`src/rtl/emon_irq_ctrl.sv`:
```
`default_nettype none
// ============================================================================
// Module      : emon_irq_ctrl
// Description : Interrupt controller for the emon event counters. Detects
//               rising edges on the per-counter zero flags, latches them into
//               sticky STATUS bits, masks them and drives one host interrupt
//               in level or pulse mode. Registers on the reg_* bus:
//                 addr 0 STATUS  (W1C)   addr 1 MASK (RW)
//                 addr 2 CONFIG  (bit0: 0=level, 1=pulse)
//                 addr 3 HOLDOFF (16-bit RW)
// Ports       : clk, reset (sync, active-high)
//               emon_zero_flag[NCNT] - zero flags from counters
//               reg_write, reg_addr[2], reg_data[DW] - register write bus
//               reg_rdata[DW]  - registered read data for reg_addr
//               emon_irq       - interrupt to host
// Options     : EMON_IRQ_HOLDOFF_EN - adds a HOLD state and 16-bit down-counter
//               that spaces out pulse-mode interrupts by HOLDOFF cycles.
// Revision    : 1.0 - initial release
// ============================================================================
module emon_irq_ctrl #(
    parameter int NCNT = 4,
    parameter int DW   = 32
) (
    input  logic            clk,
    input  logic            reset,
    input  logic [NCNT-1:0] emon_zero_flag,
    input  logic            reg_write,
    input  logic [1:0]      reg_addr,
    input  logic [DW-1:0]   reg_data,
    output logic [DW-1:0]   reg_rdata,
    output logic            emon_irq
);

    localparam logic [1:0] c_ADDR_STATUS  = 2'd0;
    localparam logic [1:0] c_ADDR_MASK    = 2'd1;
    localparam logic [1:0] c_ADDR_CONFIG  = 2'd2;

    localparam logic [1:0] c_ST_IDLE = 2'd0;
    localparam logic [1:0] c_ST_FIRE = 2'd1;
`ifdef EMON_IRQ_HOLDOFF_EN
    localparam logic [1:0] c_ST_HOLD = 2'd2;
`endif

    logic [NCNT-1:0] r_zero_q;
    logic [NCNT-1:0] r_status;
    logic [NCNT-1:0] r_mask;
    logic            r_mode;
    logic [15:0]     r_holdoff;
    logic [1:0]      r_state;
`ifdef EMON_IRQ_HOLDOFF_EN
    logic [15:0]     r_hold_cnt;
    logic            r_deferred;
    logic            w_defer_any;
`endif

    logic [NCNT-1:0] w_rise;
    logic [NCNT-1:0] w_w1c;
    logic [NCNT-1:0] w_status_nxt;
    logic            w_mrise;
    logic            w_pend;
    logic            w_wr_mask;
    logic            w_wr_cfg;
    logic            w_wr_hold;
    logic [DW-1:0]   w_rdata;
    logic            w_unused;

    // zero_q resets to ones so a flag already high out of reset is not an edge
    assign w_rise       = emon_zero_flag & ~r_zero_q;
    assign w_w1c        = (reg_write && (reg_addr == c_ADDR_STATUS)) ? reg_data[NCNT-1:0] : '0;
    // OR-ing the rise after the clear lets a same-cycle event beat W1C
    assign w_status_nxt = (r_status & ~w_w1c) | w_rise;
    assign w_mrise      = |(w_rise & r_mask);
    assign w_pend       = |(r_status & r_mask);
    assign w_wr_mask    = reg_write && (reg_addr == c_ADDR_MASK);
    assign w_wr_cfg     = reg_write && (reg_addr == c_ADDR_CONFIG);
    assign w_wr_hold    = reg_write && (reg_addr == 2'd3);
    assign w_unused     = ^reg_data;
`ifdef EMON_IRQ_HOLDOFF_EN
    // include an event arriving on the decision edge itself
    assign w_defer_any  = r_deferred | w_mrise;
`endif

    always_comb begin
        w_rdata = '0;
        case (reg_addr)
            c_ADDR_STATUS: w_rdata[NCNT-1:0] = r_status;
            c_ADDR_MASK:   w_rdata[NCNT-1:0] = r_mask;
            c_ADDR_CONFIG: w_rdata[0]        = r_mode;
            default:       w_rdata[15:0]     = r_holdoff;
        endcase
    end

    always_ff @(posedge clk) begin
        if (reset) begin
            r_zero_q   <= '1;
            r_status   <= '0;
            r_mask     <= '0;
            r_mode     <= 1'b0;
            r_holdoff  <= '0;
            reg_rdata  <= '0;
            emon_irq   <= 1'b0;
            r_state    <= c_ST_IDLE;
`ifdef EMON_IRQ_HOLDOFF_EN
            r_hold_cnt <= '0;
            r_deferred <= 1'b0;
`endif
        end else begin
            r_zero_q  <= emon_zero_flag;
            r_status  <= w_status_nxt;
            reg_rdata <= w_rdata;   // sampled before this edge's W1C lands
            if (w_wr_mask) r_mask    <= reg_data[NCNT-1:0];
            if (w_wr_cfg)  r_mode    <= reg_data[0];
            if (w_wr_hold) r_holdoff <= reg_data[15:0];

            if (w_wr_cfg) begin
                // any CONFIG write restarts the interrupt path cleanly
                r_state  <= c_ST_IDLE;
                emon_irq <= 1'b0;
`ifdef EMON_IRQ_HOLDOFF_EN
                r_deferred <= 1'b0;
`endif
            end else if (!r_mode) begin
                r_state  <= c_ST_IDLE;
                emon_irq <= w_pend;
            end else begin
                // one output cycle per FIRE cycle
                emon_irq <= (r_state == c_ST_FIRE);
                case (r_state)
                    c_ST_IDLE: begin
                        if (w_mrise) r_state <= c_ST_FIRE;
                    end
                    c_ST_FIRE: begin
                        if (w_mrise) begin
                            r_state <= c_ST_FIRE;
`ifdef EMON_IRQ_HOLDOFF_EN
                        end else if (r_holdoff != 16'd0) begin
                            r_state    <= c_ST_HOLD;
                            r_hold_cnt <= r_holdoff;
                            r_deferred <= 1'b0;
`endif
                        end else begin
                            r_state <= c_ST_IDLE;
                        end
                    end
`ifdef EMON_IRQ_HOLDOFF_EN
                    c_ST_HOLD: begin
                        if (r_hold_cnt == 16'd1) begin
                            r_state    <= (w_defer_any && w_pend) ? c_ST_FIRE : c_ST_IDLE;
                            r_deferred <= 1'b0;
                        end else begin
                            r_hold_cnt <= r_hold_cnt - 16'd1;
                            r_deferred <= w_defer_any;
                        end
                    end
`endif
                    default: r_state <= c_ST_IDLE;
                endcase
            end
        end
    end

endmodule
`default_nettype wire

```
`config.mk`:
```
export PLATFORM = sky130hd
export DESIGN_NAME = emon_irq_ctrl
export DESIGN_NICKNAME = d
export VERILOG_FILES = /design/src/rtl/emon_irq_ctrl.sv
export SDC_FILE = /design/constraint.sdc
export NUM_CORES = 1
export LEC_CHECK = 0
export ABC_AREA = 1
export ABC_CLOCK_PERIOD_IN_PS = 800
export BUFFER_PORTS_ARGS = -buffer_cell sky130_fd_sc_hd__buf_2
export CORE_MARGIN = 2
export CORE_UTILIZATION = 23
export CTS_BUF_LIST = sky130_fd_sc_hd__clkbuf_16
export DETAILED_ROUTE_END_ITERATION = 16
export PLACE_DENSITY_LB_ADDON = 0.1
export SYNTH_ARGS = -nofsm -noshare
export SYNTH_HDL_FRONTEND = slang
export SYNTH_SLANG_ARGS = --single-unit
```
`constraint.sdc`:
```
create_clock -name clk -period 0.8 [get_ports clk]
set_input_delay 0.12 -clock clk [delete_from_list [all_inputs] [get_ports clk]]
set_output_delay 0.12 -clock clk [all_outputs]
set_load 0.02 [all_outputs]
```
==> impl_metrics.toml <==
[timing]
report.final.slew_viol_count = 0
final-hold-violation-count = 0
finalHoldWorstSlack_ns = 0.0518
fin_crit_ns = 0.851
rsz0062_at_grt = "yes"
achievable-frequency_ghz = 1.17
fin_skew_ns = 0.00555
timing.final.ws_setup_ns = -0.0514
min_period_over_period = 1.06
report.final.setup_viol = 17

[placed_design]
numPortBuffers = 41
dp.final_hpwl_um = 3160
gp_congestion = 0.744
placement_stage_worst_setup_slack_ns = -0.301

[worst_setup_path]
critical_path.slowest_cell = "sky130_fd_sc_hd__dfxtp_2"
worstRegToRegCells = 3
worst_ep_required_time_ns = 0.68
worstSetupPathType = "register to primary output"
reg2reg_setup_slack_ns = 0.03
arrival_ns = 0.73
worstReg2RegStart = "r_mask[1]"
max_stage_delay_ns = 0.32
max_fo_critical_path = 1
critical_path.top_delay_family = "flip-flops"
crit_path_start_kind = "register"
critical_path.cell_chain = "buf_6"
path_buf_inv = 1
endpoint_kind = "primary output"
rr_endpoint = "reg_rdata[1]"

[synthesis]
post_synth_inst_count = 224
post-synth-top-area-fraction = 0.515
main_area_contributors_after_synthesis = "sky130_fd_sc_hd__dfxtp_1 51%, sky130_fd_sc_hd__nor2_1 6.8%, sky130_fd_sc_hd__a21oi_1 6.6%"
synth_cell_types = 18
syn-cell-area_sq_um = 1830
ys_seq_area_frac = 0.515
yosys_register_bits = 47
synthDominantAreaCellType = "sky130_fd_sc_hd__dfxtp_1"
syn_avg_cell_area_sq_um = 8.16
synthesis.yosys.warnings = 0

[detailed_routing]
first_pass_iters = 4
route.final.wire_length_um = 4120
first_iteration_detailed_routing_drc_count = 35
viasPerCell = 3.90
routedWlPerCell_um = 10.8
routed-via-count = 1489
postRouteAntennaNets = 0
remaining_drc_errors = 0

[floorplan]
die_area_sq_um = 8680
fp.dieH_um = 93.2
die_x_um = 93.2
fp-row-count = 32
top_level_ports = 74
start_util = 0.237
core_sq_um = 7730

[grt]
initial_antenna_violation_count = 0
first_global_vias = 1391
pin_count_of_the_biggest_net_entering_global_routing = 17
global_route.usage.total = 0.102
total_congestion_overflow_after_global_routing = 0
global_route_wire_length_before_repair_um = 6700

[clock_network]
clock_sinks = 47
holdBufCountCts = 0
htreeDepth = 2
tritoncts_clock_tree = "done"
cts_root_buf = "sky130_fd_sc_hd__clkbuf_16"
clk_path_buf_depth = 2
cts_inserted_buffers = 5
insertion_delay_ns = 0.28
clkTransAtPathRegs_ns = 0.07

[status]
failed_checks = "negative setup slack"
run_status = "complete, but fails checks"

[hold_path]
hold_depth = 2
min_from = "emon_zero_flag[3]"
worstHoldPathType = "primary input to register"
worstHoldEndpoint = "r_zero_q[3]"

[finish]
most-common-layout-cells = "28 x sky130_fd_sc_hd__nor2_1, 24 x sky130_fd_sc_hd__dfxtp_1, 23 x sky130_fd_sc_hd__o21ai_0, 22 x sky130_fd_sc_hd__buf_2, 21 x sky130_fd_sc_hd__a21oi_1"
final_nets = 326
finalCoreUtilization = 0.336
antennaDiodeCount = 0
final_layout_size_suffix_gt1_frac = 0.418
most_common_cell_after_layout_fill_and_taps_aside = "sky130_fd_sc_hd__nor2_1"
synthToLayoutAreaGrowth_pct = 42.0

[power]
power.density_nw_per_um2 = 2000
leakage_nw = 1.12
worst_ir_drop_vdd_mv = 0.723
finalPower_mw = 5.19

[run]
maxCapViolations = 0
==> state kept, by name, indices dropped and copies added, names as in the netlist <==
name,count
r_mask,4
r_mode,1
r_zero_q,4
r_holdoff,16
r_state,1
emon_irq,1
r_status,4
reg_rdata,16
==> layer usage <==
layer  vias to the layer above  GRT usage  routed length, um
met4                         0     0.0368                 61
met2                        39      0.155               1770
met1                       659      0.136               2070
li1                        785          -                  -
met3                         6     0.0314                220
met5                         -          0                  0
==> how the worst max path moves through the flow <==
stage	startpoint	to	slack, ns	depth (start not counted)
finish	reg_rdata[1]	reg_rdata[1]	-0.05	1
CTS	reg_rdata[1]	reg_rdata[1]	-0.07	1
floorplan	reg_addr[0]	reg_rdata[10]	0.0009	6
detailed placement	reg_addr[1]	r_mask[1]	-0.30	7
global route	reg_rdata[1]	reg_rdata[1]	-0.07	1
global placement	reg_addr[1]	r_mask[1]	-0.31	7
==> stage by stage <==
| stage | instances | area [sq um] | TNS, ns |
|---|---|---|---|
| finish | 382 | 2590 | -0.654 |
| global route | 382 | 2590 | -1.08 |
| CTS | 380 | 2470 | -0.819 |
| detailed placement | 372 | 2190 | -10.52 |
| global placement | 372 | 2190 | -10.24 |
| floorplan | 239 | 1920 | 0 |
==> timing repair <==
| action | 4_1_cts | 5_1_grt |
|---|---|---|
| resized for setup | 54 | 35 |
| pin swaps | 0 | 7 |
| setup buffers | 0 | 1 |
| cloned | 0 | 1 |
| endpoints found under the setup margin | 20 | 46 |
==> kinds of logic (layout without fill, tap and decap cells) <==
| family | Yosys count | after routing | share of synthesized area |
|---|---|---|---|
| flip-flops | 47 | 47 | 0.515 |
| AO/OA/AOI/OAI | 50 | 50 | 0.138 |
| adder cells (fa/ha/maj) | 6 | 6 | 0.0411 |
| AND/OR/NAND/NOR | 73 | 73 | 0.164 |
| other | 1 | 16 | 0.00205 |
| buffers and inverters | 47 | 88 | 0.140 |
==> cells in the mapped netlist <==
master / n
sky130_fd_sc_hd__nand2_1: 25
sky130_fd_sc_hd__nor2_1: 33
sky130_fd_sc_hd__inv_1: 23
sky130_fd_sc_hd__a21oi_1: 24
sky130_fd_sc_hd__o21ai_1: 1
sky130_fd_sc_hd__conb_1: 1
sky130_fd_sc_hd__buf_6: 2
sky130_fd_sc_hd__clkbuf_1: 1
sky130_fd_sc_hd__inv_2: 1
sky130_fd_sc_hd__or2_2: 4
sky130_fd_sc_hd__dfxtp_1: 47
sky130_fd_sc_hd__o211ai_1: 1
sky130_fd_sc_hd__nand2_2: 1
sky130_fd_sc_hd__ha_1: 6
sky130_fd_sc_hd__o21ai_0: 24
sky130_fd_sc_hd__buf_2: 4
sky130_fd_sc_hd__buf_4: 16
sky130_fd_sc_hd__nand3_1: 10
==> worst register-to-register path, cell delays in order, from the launching register on <==
cell,delay (ns)
sky130_fd_sc_hd__dfxtp_4,0.36
sky130_fd_sc_hd__buf_4,0.14
sky130_fd_sc_hd__a21oi_2,0.10
sky130_fd_sc_hd__a21oi_1,0.06
==> cell type report <==
| type | count | area, sq um |
|---|---|---|
| well taps | 102 | 128 |
| inverters | 24 | 100 |
| flip-flops and latches | 47 | 977 |
| clock inverters | 3 | 23.8 |
| clock buffers | 5 | 125 |
| repair buffers | 56 | 470 |
| fillers | 830 | 5130 |
| multi-input cells | 145 | 771 |
==> power breakdown <==
| part | leakage [nW] | total (mW) | internal (mW) | switching [mW] |
|---|---|---|---|---|
| clock network | 0.0664 | 2.07 | 1.17 | 0.906 |
| logic | 0.661 | 0.624 | 0.267 | 0.357 |
| registers | 0.395 | 2.49 | 2.44 | 0.0514 |
| total | 1.12 | 5.19 | 3.87 | 1.31 |
No activity file was read; power rests on OpenSTA's default activity.
